--- src/rtl/ff_bank_pkg.sv ---
// Shared types and constants for the configurable flip-flop bank.
package ff_bank_pkg;

  typedef enum logic [1:0] {
    MODE_SR = 2'b00,
    MODE_JK = 2'b01,
    MODE_D  = 2'b10,
    MODE_T  = 2'b11
  } mode_e;

  localparam int POL_HOLD = 0;
  localparam int POL_SET  = 1;
  localparam int POL_RST  = 2;

endpackage

--- src/rtl/ff_cell.sv ---
// Combinational next-state and SR-invalid detection for one flip-flop channel.
module ff_cell
  import ff_bank_pkg::*;
#(
  parameter int POLICY = POL_HOLD
) (
  input  logic  q,
  input  logic  a,
  input  logic  b,
  input  mode_e mode,
  output logic  q_nxt,
  output logic  inv
);

  always_comb begin
    q_nxt = q;
    inv   = 1'b0;
    unique case (mode)
      MODE_SR: begin
        unique case ({a, b})
          2'b00: q_nxt = q;
          2'b01: q_nxt = 1'b0;
          2'b10: q_nxt = 1'b1;
          default: begin
            // Unknown policy values fall back to hold so SR 11 never yields X.
            inv = 1'b1;
            case (POLICY)
              POL_SET: q_nxt = 1'b1;
              POL_RST: q_nxt = 1'b0;
              default: q_nxt = q;
            endcase
          end
        endcase
      end
      MODE_JK: begin
        unique case ({a, b})
          2'b00:   q_nxt = q;
          2'b01:   q_nxt = 1'b0;
          2'b10:   q_nxt = 1'b1;
          default: q_nxt = ~q;
        endcase
      end
      MODE_D:  q_nxt = a;
      default: q_nxt = a ? ~q : q;
    endcase
  end

endmodule

--- src/rtl/ff_bank_cfg.sv ---
// WIDTH-bit bank of mode-selectable flip-flops with SR-invalid event accounting.
module ff_bank_cfg
  import ff_bank_pkg::*;
#(
  parameter int               WIDTH   = 8,
  parameter int               CNT_W   = 8,
  parameter int               POLICY  = POL_HOLD,
  parameter logic [WIDTH-1:0] RST_VAL = '0
) (
  input  logic             clk,
  input  logic             rst,
  input  logic             en,
  input  logic [1:0]       mode,
  input  logic [WIDTH-1:0] a,
  input  logic [WIDTH-1:0] b,
  input  logic             err_clr,
  output logic [WIDTH-1:0] q,
  output logic [WIDTH-1:0] q_bar,
  output logic [WIDTH-1:0] invalid,
  output logic [CNT_W-1:0] err_cnt,
  output logic             err_sticky
);

  logic [WIDTH-1:0] q_q, q_d, q_nxt;
  logic [WIDTH-1:0] inv_q, inv_d, inv_cell;
  logic [CNT_W-1:0] cnt_q, cnt_d;
  logic             sticky_q, sticky_d;
  logic             ev;
  mode_e            mode_s;

  assign mode_s = mode_e'(mode);

  for (genvar i = 0; i < WIDTH; i++) begin : g_cell
    ff_cell #(.POLICY(POLICY)) u_cell (
      .q     (q_q[i]),
      .a     (a[i]),
      .b     (b[i]),
      .mode  (mode_s),
      .q_nxt (q_nxt[i]),
      .inv   (inv_cell[i])
    );
  end

  always_comb begin
    q_d   = q_q;
    inv_d = '0;
    if (en) begin
      q_d   = q_nxt;
      inv_d = inv_cell;
    end
  end

  // Cells only flag invalid in SR mode, so any gated invalid bit is an event.
  assign ev = |inv_d;

  always_comb begin
    cnt_d    = cnt_q;
    sticky_d = sticky_q;
    if (err_clr) begin
      cnt_d    = ev ? CNT_W'(1) : '0;
      sticky_d = ev;
    end else if (ev) begin
      sticky_d = 1'b1;
      if (cnt_q != '1) cnt_d = cnt_q + CNT_W'(1);
    end
  end

  always_ff @(posedge clk or negedge rst) begin
    if (!rst) begin
      q_q      <= RST_VAL;
      inv_q    <= '0;
      cnt_q    <= '0;
      sticky_q <= 1'b0;
    end else begin
      q_q      <= q_d;
      inv_q    <= inv_d;
      cnt_q    <= cnt_d;
      sticky_q <= sticky_d;
    end
  end

  assign q          = q_q;
  assign q_bar      = ~q_q;
  assign invalid    = inv_q;
  assign err_cnt    = cnt_q;
  assign err_sticky = sticky_q;

endmodule
--- config.mk ---
export PLATFORM = sky130hd
export DESIGN_NAME = ff_bank_cfg
export DESIGN_NICKNAME = d
export VERILOG_FILES = /design/src/rtl/ff_bank_pkg.sv /design/src/rtl/ff_cell.sv /design/src/rtl/ff_bank_cfg.sv
export SDC_FILE = /design/constraint.sdc
export NUM_CORES = 1
export LEC_CHECK = 0
export ABC_AREA = 1
export BUFFER_PORTS_ARGS = -buffer_cell sky130_fd_sc_hd__clkbuf_2
export CORE_ASPECT_RATIO = 0.75
export CORE_UTILIZATION = 35
export DETAILED_ROUTE_END_ITERATION = 8
export PLACE_DENSITY_LB_ADDON = 0.05
export SYNTH_ARGS = -nofsm -noshare
export SYNTH_HDL_FRONTEND = slang
export SYNTH_SLANG_ARGS = --single-unit
--- constraint.sdc ---
create_clock -name clk -period 3.3 [get_ports clk]
set_input_delay 0.495 -clock clk [delete_from_list [all_inputs] [get_ports clk]]
set_output_delay 0.495 -clock clk [all_outputs]
set_load 0.01 [all_outputs]
* After elaboration in Yosys (flattened, before gate mapping)
Index checks and enable logic that the tools add are counted.
** Cells by class
- Shifts and indexed selects :: 0
- Multiply operators :: 0
- Order comparisons :: 0
- Bitwise gates (word level) :: 9
- Div/mod/pow operators :: 0
- Mux-type cells :: 55
- Reductions and logical operators :: 37
- $add $sub $neg :: 1
- Equal/unequal tests :: 35
** Operators by type and width (number)
- $pmux 1 s3 :: 16
- $mux 8 :: 4
- $reduce_and 4->1 :: 8
- $reduce_bool 4->1 :: 8
- $mux 1 :: 27
- $ne 3x1->1 const B :: 8
- $reduce_or 3->1 :: 8
- $eq 2x1->1 const B :: 9
- $eq 2x2->1 const B :: 9
- $logic_not 2->1 :: 9
- $ne 2x2->1 const B :: 8
- $pmux 1 s2 :: 8
- $add 8x1->8 const B :: 1
- $ne 8x8->1 const B :: 1
- $not 1->1 :: 8
- $not 8->8 :: 1
- $reduce_or 8->1 :: 1
- $reduce_bool 2->1 :: 2
- $reduce_and 2->1 :: 1
** Word-level totals
- Output and inout bits :: 33
- Input bits :: 22
- Bits in writable memories :: 0
- Bits in latches :: 0
- Memories kept :: 0
- Flip-flop bits (word level) :: 25
- Bits in read-only memories :: 0

* Longest topological paths before layout
Gate-level depths: netlist of the first run.
- Word-level depth :: 8
- Depth in mapped cells :: 10
- Depth with buffers taken out :: 9

* Hierarchy
From an unflattened synthesis of the first run, not the netlist that was laid out.
** Second synthesis, totals
- Cell total of the unflattened synthesis :: 316
- Area total of the unflattened synthesis :: 2045.7 um^2
** Modules (own cells, without submodules)
- ff_bank_cfg :: sequential area each 625.6 um^2, area an instance 1184.9 um^2, cells each 140, times used 1
- ff_cell :: sequential area each 0.0 um^2, area an instance 107.6 um^2, cells each 22, times used 8

* Worst setup path before layout of the first run
No wires, ideal clock.
- Kind :: input to register
- From :: input port mode[0]
- To :: register cnt_q[7], in the netlist err_cnt[7]
- Data required time :: 3.235 ns
- Buffers on the path :: 1
- Setup time :: 0.065 ns
- Cell stages on the path :: 10
- Path slack :: 1.750 ns
- Arrival :: 1.485 ns
- Cell sequence :: inv_1 > ha_1 > buf_6 > nand3_2 > nand2_4 > nor2_4 > nand3_4 > nand2_4 > nand2_1 > nand2_1
** Between the ends
- Cells in the longest elaborated chain, start to end :: 6
- Elaborated cells on any way between the ends :: 13
- Classes of those cells :: mux: 9; reduce/logical: 4
** Ends and longest elaborated chain
- start, declared :: RTL line ff_bank_cfg.sv:13 : input logic [1:0] mode,
- $logic_not 2->1 (*) :: RTL line ff_cell.sv:18 : unique case (mode)
- $mux 1 :: RTL line ff_cell.sv:18
- $mux 8 (*) :: RTL line ff_bank_cfg.sv:47 : if (en) begin
- $reduce_or 8->1 (*) :: RTL line ff_bank_cfg.sv:54 : assign ev = |inv_d;
- $reduce_bool 2->1 (no source line) (*)
- $reduce_and 2->1 (no source line) (*)
- end signal, assigned :: RTL line ff_bank_cfg.sv:77 : cnt_q <= cnt_d;
- end, declared :: RTL line ff_bank_cfg.sv:26 : logic [CNT_W-1:0] cnt_q, cnt_d;
Every way passes the cells marked *; elsewhere a longest branch is shown, timed or not.
A chain may end at the register's enable or synchronous reset.

* Worst setup path after layout of the first run
- From :: input port mode[0]
- To :: register cnt_q[2], in the netlist err_cnt[2]
Same word-level chain as after synthesis.

==> flow_metrics.py, run 1 <==
metrics = {
    "outcome": {
        "run_status": "finished clean",
    },
    "synth": {
        "synth.avg_cell_area_um2": 7.50,
        "yosys.area_share.simple_pct": 27.9,
        "ys_ff_latch": 25,
        "synth_top_area_cell": "dfrtp_1",
        "synth_mux_area_share_pct": 0,
        "synth-xor-area-share_pct": 0,
        "async_flop_share_pct": 100,
        "synth_ff_type": "dfrtp_1",
        "synth_area_leaders": "dfrtp_1 (27%), ha_1 (20%), nand2_1 (11%)",
        "synth_edf_count": 0,
        "synth_top_family_by_area": "simple AND/OR/NAND/NOR gates",
        "syn_nets": 364,
        "synthAdderAreaFrac_pct": 20.2,
        "ys_top_cells_by_count": "nand2_1 (69), inv_1 (57), ha_1 (37), dfrtp_1 (25)",
        "synth_most_common_cell": "nand2_1",
        "yosysWarnings": 0,
        "synth-compound-area-share_pct": 10.5,
        "ys_seq_area_share_pct": 27.3,
        "synth_top_cell_area_share_pct": 27.3,
        "synth_area_um2": 2290,
        "synth_cells": 305,
        "synth_cell_types": 26,
    },
    "grt": {
        "grt_pass1_vias": 1736,
        "antenna_found_initial": 0,
        "grt_max_degree": 26,
        "groute.usage.overall_pct": 15.4,
        "grt_pass1_wl_mm": 8.32,
        "overflow": 0,
    },
    "pwr": {
        "pwr_density_cell_nw_per_um2": 312,
        "p_total_uw": 815,
        "ir_drop_mv": 0.129,
        "p_leak_uw": 0.00151,
        "p_int_uw": 526,
        "swShare_pct": 35.5,
        "p_switching_uw": 289,
        "pwr-share-comb_pct": 32.6,
        "seqPwrFrac_pct": 43.9,
        "p_clk_share_pct": 23.5,
    },
    "critical_path": {
        "r2r_start": "err_cnt[1]",
        "reg2reg_slack_ns": 1.80,
        "critical_path_required_ns": 3.52,
        "worst-setup-path-type": "primary input to flip-flop",
        "crit_fanout": 21,
        "rr_worst_depth": 7,
        "arrival_ns": 1.91,
        "critPathLaunchType": "primary input",
        "worst_setup_path_end_kind": "flip-flop",
        "r2r_end": "err_cnt[2]",
    },
    "timing": {
        "finalWorstPathRequiredPeriod_ns": 1.70,
        "slew_headroom_pct": 45.9,
        "max_freq_ghz": 0.590,
        "finalSetupViolations": 0,
        "fin_tns_setup_ns": 0,
        "rsz0062_at_grt": "no",
        "tightest_slew_ns": 0.812,
        "clock_skew_ns": 0.00487,
        "fin_crit_sh_pct": 51.4,
        "hold_viol": 0,
        "drv_slew": 0,
    },
    "floorplanning": {
        "dieArea_um2": 6870,
        "coreArea_um2": 6320,
        "fp.dieW_um": 95.4,
        "rows": 25,
        "ios": 55,
        "initial_core_util_pct": 36.2,
        "fp.dieH_um": 72.0,
    },
    "clock_network": {
        "hold_buffers": 0,
        "clkLatencyLatePin_ns": 0.27,
        "tritoncts": "built",
        "clkTransAtPathRegs_ns": 0.10,
        "htree_levels": 1,
        "cts_buffer_depth": 2,
        "cts_buffers": 3,
        "numClockSinks": 25,
        "cts_setup_buffers": 0,
        "cts_resized": 0,
        "cts-root-buf": "clkbuf_8",
    },
    "layout": {
        "area_growth_pct": 14.0,
        "final_nets": 410,
        "antenna_cells": 0,
        "fin_area_um2": 2610,
        "finalNonFillerCells": 431,
        "post-route-util_pct": 41.3,
        "fill_cells": 703,
        "drive_above_1_share_pct": 20.3,
    },
    "place": {
        "io_buffer_count": 54,
        "dp_hpwl_mm": 3.87,
        "placedCellCount": 427,
        "post_dp_cell_area_um2": 2560,
        "gp_congestion": 0.753,
    },
    "routing": {
        "drc": 0,
        "first_pass_iters": 4,
        "wl_per_cell_um": 11.5,
        "drt_iter0_drc": 57,
        "drtAntennaViolNets": 0,
        "via_per_inst": 4.44,
        "finalWirelength_mm": 4.95,
        "via_count": 1913,
    },
    "worst_hold_path": {
        "holdCritPathClass": "primary input to asynchronous set/reset pin",
    },
    "run": {
        "drv_cap": 0,
    },
}
cells by family (layout without fill, tap and decap cells):
logic type               after synthesis  after routing
flip-flops                            25             25
AND/OR/NAND/NOR                      130            130
buffers and inverters                 72            117
adder cells (fa/ha/maj)               37             37
AO/OA/AOI/OAI                         41             41
worst max-delay path, stage by stage:
cell and delay, ns:
clkbuf_2 0.12, inv_1 0.07, ha_1 0.22, buf_4 0.23
nand3_1 0.16, nand2_2 0.09, nor2_4 0.13, nand3_4 0.13
nand2_4 0.14, nand2_1 0.07, nand2_1 0.06
state kept, by name, summed over array words and instances (netlist names):
signal and cells:
q 8, err_sticky 1, invalid 8, err_cnt 8
area by class of cell:
cell class / instances / area, um2 / area share [%]
tap: 81 / 101 / 3.88
clock buffer: 4 / 45.0 / 1.73
inverter: 58 / 218 / 8.35
timing repair buffer: 55 / 278 / 10.6
sequential: 25 / 626 / 24.0
multi-input combinational: 208 / 1340 / 51.4
power groups by stage:
stage	Sequential (uW)	Clock [uW]	Combinational [uW]
2_1_floorplan	362	0	197
3_3_place_gp	364	0	272
3_5_place_dp	365	0	271
4_1_cts	359	198	272
5_1_grt	364	209	309
6_report	358	191	266
layer usage:
metal  track usage, %  part of all wire (%)  vias to the layer above
li1                 -                     -                     1046
met1             24.3                    56                      834
met2             21.8                    39                       31
met3             3.04                   4.7                        2
met4             1.99                  0.30                        0
met5                0                     0                        -
worst max-delay path by stage:
stage,startpoint,end,slack [ns],depth (start not counted)
floorplan,mode[0],err_cnt[7],1.75,10
global placement,mode[0],err_cnt[2],1.30,11
detailed placement,mode[0],err_cnt[6],1.29,11
CTS,mode[0],err_cnt[2],1.58,11
global route,mode[1],q[2],1.39,7
finish,mode[0],err_cnt[2],1.60,11
placed cells by master (no fill, tap or decap):
cell type  netlist  routed
nor2_4           2       2
o21ai_0          2       2
nor2_1          21      21
nand2_4          2       2
nor2_2           2       2
a21oi_1         21      21
o211ai_1         1       1
inv_2            1       1
clkbuf_8         0       3
clkbuf_2         0      54
nand2_1         69      69
nand3_1         11      11
nand4_1          9       9
inv_1           57      57
nand3_4          1       1
clkbuf_1         1       1
o22ai_1          8       8
a21boi_1         8       8
o21bai_1         1       1
nand3_2          2       2
nand2_2          2       2
dfrtp_1         25      25
nand3b_1         8       8
ha_1            37      37
buf_4            9       1
nand4_4          1       1
stage by stage:
stage | setup WS (ns) | hold slack [ns]
finish | 1.60 | 0.227
global route | 1.39 | 0.279
CTS | 1.58 | 0.258
detailed placement | 1.29 | 0.514
global placement | 1.30 | 0.510
floorplan | 1.75 | 0.199
(Power assumes the default switching activity.)
==> inputs of run 2 (changes only) <==
- clock period: 3.3 -> 1.71 ns (I/O delays scaled with it)
==> run 2 against run 1 <==
The run now ends with hold timing left. Design area rose by 2.8%. Clock power is 94% higher. Via count is 3.0% higher. Cell count is 1.9% higher. Sequential power rose by 91%. First-iteration DRC count rose by 72%. Register-to-register slack lost 1.5 ns. Non-clock buffer count up 8. Count of clock-buffer cells in the layout shrank 1. Sequential share of layout area down 0.66 points. Combinational power increased by 100%. Clock skew shrank 0.0016 ns. Critical path type is now flip-flop to flip-flop. Largest cell class unchanged.
==> flow_metrics.py, run 2 (synthesized netlist as in run 1, its figures left out) <==
metrics = {
    "routing": {
        "via_per_inst": 4.49,
        "drtAntennaViolNets": 0,
        "wl_per_cell_um": 11.6,
        "finalWirelength_mm": 5.09,
        "drt_iter0_drc": 98,
        "via_count": 1971,
        "drc": 0,
        "first_pass_iters": 4,
    },
    "timing": {
        "tightest_slew_ns": 0.651,
        "hold_ws_ns": -0.0101,
        "finalWorstPathRequiredPeriod_ns": 1.43,
        "max_freq_ghz": 0.700,
        "finalSetupViolations": 0,
        "rsz0062_at_grt": "no",
        "hold_viol": 25,
        "clock_skew_ns": 0.00325,
        "drv_slew": 0,
        "slew_headroom_pct": 56.6,
        "fin_crit_sh_pct": 83.5,
        "fin_tns_setup_ns": 0,
    },
    "floorplanning": {
        "rows": 25,
        "ios": 55,
        "fp.dieW_um": 95.4,
        "fp.dieH_um": 72.0,
        "coreArea_um2": 6320,
        "dieArea_um2": 6870,
        "initial_core_util_pct": 36.2,
    },
    "critical_path": {
        "critPathLaunchType": "flip-flop",
        "rr_worst_depth": 7,
        "critical_path_required_ns": 1.93,
        "reg2reg_slack_ns": 0.28,
        "worst-setup-path-type": "flip-flop to flip-flop",
        "r2r_end": "err_cnt[0]",
        "r2r_start": "err_cnt[0]",
        "crit_path_start": "err_cnt[0]",
        "worst_setup_path_end_kind": "flip-flop",
        "arrival_ns": 1.64,
        "crit_fanout": 9,
        "endpoint": "err_cnt[0]",
    },
    "grt": {
        "grt_max_degree": 26,
        "overflow": 0,
        "grt_pass1_vias": 1702,
        "grt_pass1_wl_mm": 8.34,
        "groute.usage.overall_pct": 15.7,
        "antenna_found_initial": 0,
    },
    "pwr": {
        "pwr_density_cell_nw_per_um2": 596,
        "ir_drop_mv": 0.390,
        "p_leak_uw": 0.00156,
        "p_total_uw": 1600,
    },
    "clock_network": {
        "cts_setup_buffers": 0,
        "clkLatencyLatePin_ns": 0.27,
        "tritoncts": "built",
        "cts_buffers": 3,
        "clkTransAtPathRegs_ns": 0.10,
        "numClockSinks": 25,
        "cts_buffer_depth": 2,
        "cts-root-buf": "clkbuf_8",
        "htree_levels": 1,
        "hold_buffers": 0,
        "cts_resized": 0,
    },
    "outcome": {
        "run_status": "complete, but fails checks",
        "failed_checks": "hold timing",
    },
    "layout": {
        "final_cell_mix": "nand2_1 (69), inv_1 (57), clkbuf_2 (54), ha_1 (37), dfrtp_1 (25)",
        "post-route-util_pct": 42.5,
        "final_nets": 418,
        "final_common_cell": "nand2_1",
        "area_growth_pct": 17.2,
        "drive_above_1_share_pct": 22.3,
        "antenna_cells": 0,
        "fin_area_um2": 2680,
    },
    "place": {
        "io_buffer_count": 54,
        "gp_congestion": 0.752,
        "dp_hpwl_mm": 4.00,
        "post_dp_cell_area_um2": 2640,
    },
    "worst_hold_path": {
        "holdCritPathClass": "primary input to asynchronous set/reset pin",
    },
    "run": {
        "drv_cap": 0,
    },
}
==> run 2: cell types whose count changed in the layout (fill, tap and decap cells not counted), sizes merged <==
cell / before / now
clkinv: 0 / 1
clkbuf: 58 / 57
buf: 1 / 9
==> run 2: metrics by stage <==
step	worst slack [ns]	instances
floorplan	0.366	305
global placement	0.0981	435
detailed placement	0.0528	435
CTS	0.281	439
global route	0.145	439
finish	0.282	439
==> run 2: worst min-delay path by stage <==
stage | start | to | slack (ns) | depth (start not counted)
floorplan | rst | err_cnt[0] | -0.04 | 0
global placement | rst | q[5] | 0.33 | 1
detailed placement | rst | q[5] | 0.33 | 1
CTS | rst | q[6] | 0.02 | 1
global route | rst | q[6] | 0.05 | 1
finish | rst | q[0] | -0.01 | 1
==> run 2: power breakdown <==
| part | internal, uW | switching, uW |
|---|---|---|
| clock network | 163 | 207 |
| registers | 645 | 38.3 |
| logic | 222 | 322 |
| total | 1030 | 568 |
==> run 2: metal layers <==
| layer | wire length [um] | track usage [%] |
|---|---|---|
| met1 | 2760 | 24.0 |
| met2 | 2040 | 22.6 |
| met3 | 266 | 3.67 |
| met4 | 25 | 2.16 |
| met5 | 0 | 0 |
==> run 2: cell type report <==
type	count	area, um2
clock buffers	3	41.3
clock inverters	1	5.00
fillers	671	3640
inverters	58	218
multi-input cells	208	1340
flip-flops and latches	25	626
well taps	81	101
repair buffers	63	350
==> run 2: worst max-delay path, cell delays in order (launching register included) <==
cell     delay, ns
dfrtp_1       0.37
ha_1          0.19
nand2_2       0.09
nor2_2        0.21
nand4_4       0.21
nand2_4       0.18
nand2_1       0.06
nand2_1       0.05
==> inputs of run 3 (changes only) <==
- clock period: 1.71 -> 1.4 ns (I/O delays scaled with it)
==> run 3 against run 2 <==
Design area up 7.4%. Routed wire length up 12%. Cell count up 4.6%. Sequential power up 23%. Total power up 26%. Largest power group unchanged. The run now ends clean. Clock skew about the same. Non-clock buffer count up 19. Die area unchanged.
==> flow_metrics.py, run 3 (synthesized netlist as in run 1, its figures left out) <==
metrics = {
    "clock_network": {
        "cts-root-buf": "clkbuf_8",
        "htree_levels": 1,
        "numClockSinks": 25,
        "tritoncts": "built",
        "clkTransAtPathRegs_ns": 0.10,
        "cts_buffer_depth": 2,
        "clkLatencyLatePin_ns": 0.27,
        "cts_buffers": 3,
    },
    "routing": {
        "finalWirelength_mm": 5.70,
        "drt_iter0_drc": 58,
        "first_pass_iters": 4,
        "via_count": 2082,
        "drtAntennaViolNets": 0,
        "wl_per_cell_um": 12.4,
        "drc": 0,
        "via_per_inst": 4.54,
    },
    "place": {
        "dp_hpwl_mm": 4.40,
        "io_buffer_count": 54,
        "dp_slack_ns": -0.176,
        "gp_congestion": 0.795,
    },
    "layout": {
        "drive_above_1_share_pct": 27.5,
        "antenna_cells": 0,
        "final_nets": 438,
        "final_cell_mix": "nand2_1 (66), inv_1 (57), clkbuf_2 (54), ha_1 (36)",
        "post-route-util_pct": 45.6,
        "area_growth_pct": 25.9,
        "final_common_cell": "nand2_1",
    },
    "floorplanning": {
        "ios": 55,
        "fp.dieW_um": 95.4,
        "coreArea_um2": 6320,
        "dieArea_um2": 6870,
        "fp.dieH_um": 72.0,
        "rows": 25,
        "initial_core_util_pct": 36.2,
    },
    "timing": {
        "finalWorstPathRequiredPeriod_ns": 1.28,
        "slew_headroom_pct": 76.6,
        "layout_setup_ws_ns": 0.116,
        "finalSetupViolations": 0,
        "hold_viol": 0,
        "max_freq_ghz": 0.779,
        "fin_crit_sh_pct": 91.7,
        "clock_skew_ns": 0.00305,
        "drv_slew": 0,
        "fin_tns_setup_ns": 0,
        "tightest_slew_ns": 0.351,
    },
    "pwr": {
        "p_int_uw": 1290,
        "seqPwrFrac_pct": 41.8,
        "pwr-share-comb_pct": 35.6,
        "p_leak_uw": 0.00168,
        "p_clk_share_pct": 22.6,
        "p_switching_uw": 721,
        "ir_drop_mv": 0.398,
        "swShare_pct": 35.8,
        "pwr_density_cell_nw_per_um2": 698,
    },
    "run": {
        "drv_cap": 0,
    },
    "grt": {
        "antenna_found_initial": 0,
        "overflow": 0,
        "grt_pass1_vias": 1805,
        "groute.usage.overall_pct": 16.9,
        "grt_pass1_wl_mm": 8.89,
        "grt_max_degree": 26,
    },
    "critical_path": {
        "worst_setup_path_end_kind": "flip-flop",
        "crit_fanout": 3,
        "worst-setup-path-type": "flip-flop to flip-flop",
        "arrival_ns": 1.46,
        "critical_path_required_ns": 1.57,
        "critPathLaunchType": "flip-flop",
    },
    "worst_hold_path": {
        "holdCritPathClass": "primary input to flip-flop",
    },
    "outcome": {
        "run_status": "finished clean",
    },
}
[run 3: layer usage]
layer	GRT usage, %	part of all wire (%)	vias up
li1	-	-	1103
met1	26.0	54	933
met2	24.7	41	44
met3	3.14	3.8	2
met4	2.49	0.47	0
met5	0	0	-
[run 3: what timing repair did]
item	CTS	global route
buffers inserted	0	1
hold buffers	1	0
endpoints found under the setup margin	0	10
resized for setup	0	10
hold endpoints to repair	25	0
[run 3: stage by stage]
stage / hold WS [ns] / instances / power, uW / instance area (um2)
2_1_floorplan: -0.0856 / 305 / 1320 / 2290
5_1_grt: 0.251 / 459 / 2170 / 2880
3_5_place_dp: 0.240 / 452 / 1570 / 2760
6_report: 0.251 / 459 / 2010 / 2880
3_3_place_gp: 0.230 / 452 / 1560 / 2760
4_1_cts: 0.242 / 457 / 2040 / 2820
[run 3: critical path, stage by stage, from the launching register on]
cell and delay [ns]:
dfrtp_1 0.41, ha_4 0.17, nand2_4 0.06, nor2_4 0.16
buf_6 0.12, nand2_2 0.04, nand2_2 0.05, nor2_1 0.04
nand3_1 0.07, nand2_1 0.05
[run 3: cell type report]
class,count,area [um2]
flip-flops and latches,25,626
fillers,653,3440
inverters,58,218
well taps,81,101
repair buffers,82,499
clock buffers,3,41.3
multi-input cells,209,1390
clock inverters,1,5.00
[run 3: worst paths after layout]
path	startpoint	end	slack, ns	cells past startpoint
min in group asynchronous	rst	q[2]	0.46	3
max in group asynchronous	rst	q[3]	0.68	3
setup reg to reg	err_cnt[1]	err_cnt[6]	0.12	9
setup / recovery	err_cnt[1]	err_cnt[6]	0.12	9
hold reg to reg	err_sticky	err_sticky	0.54	2
hold / removal	err_clr	err_cnt[0]	0.25	3
[run 3: power groups by stage]
stage | Combinational, uW | Sequential, uW | Clock, uW
2_1_floorplan | 465 | 852 | 0
3_3_place_gp | 709 | 849 | 0
3_5_place_dp | 712 | 854 | 0
4_1_cts | 717 | 839 | 485
5_1_grt | 816 | 852 | 507
6_report | 716 | 841 | 453
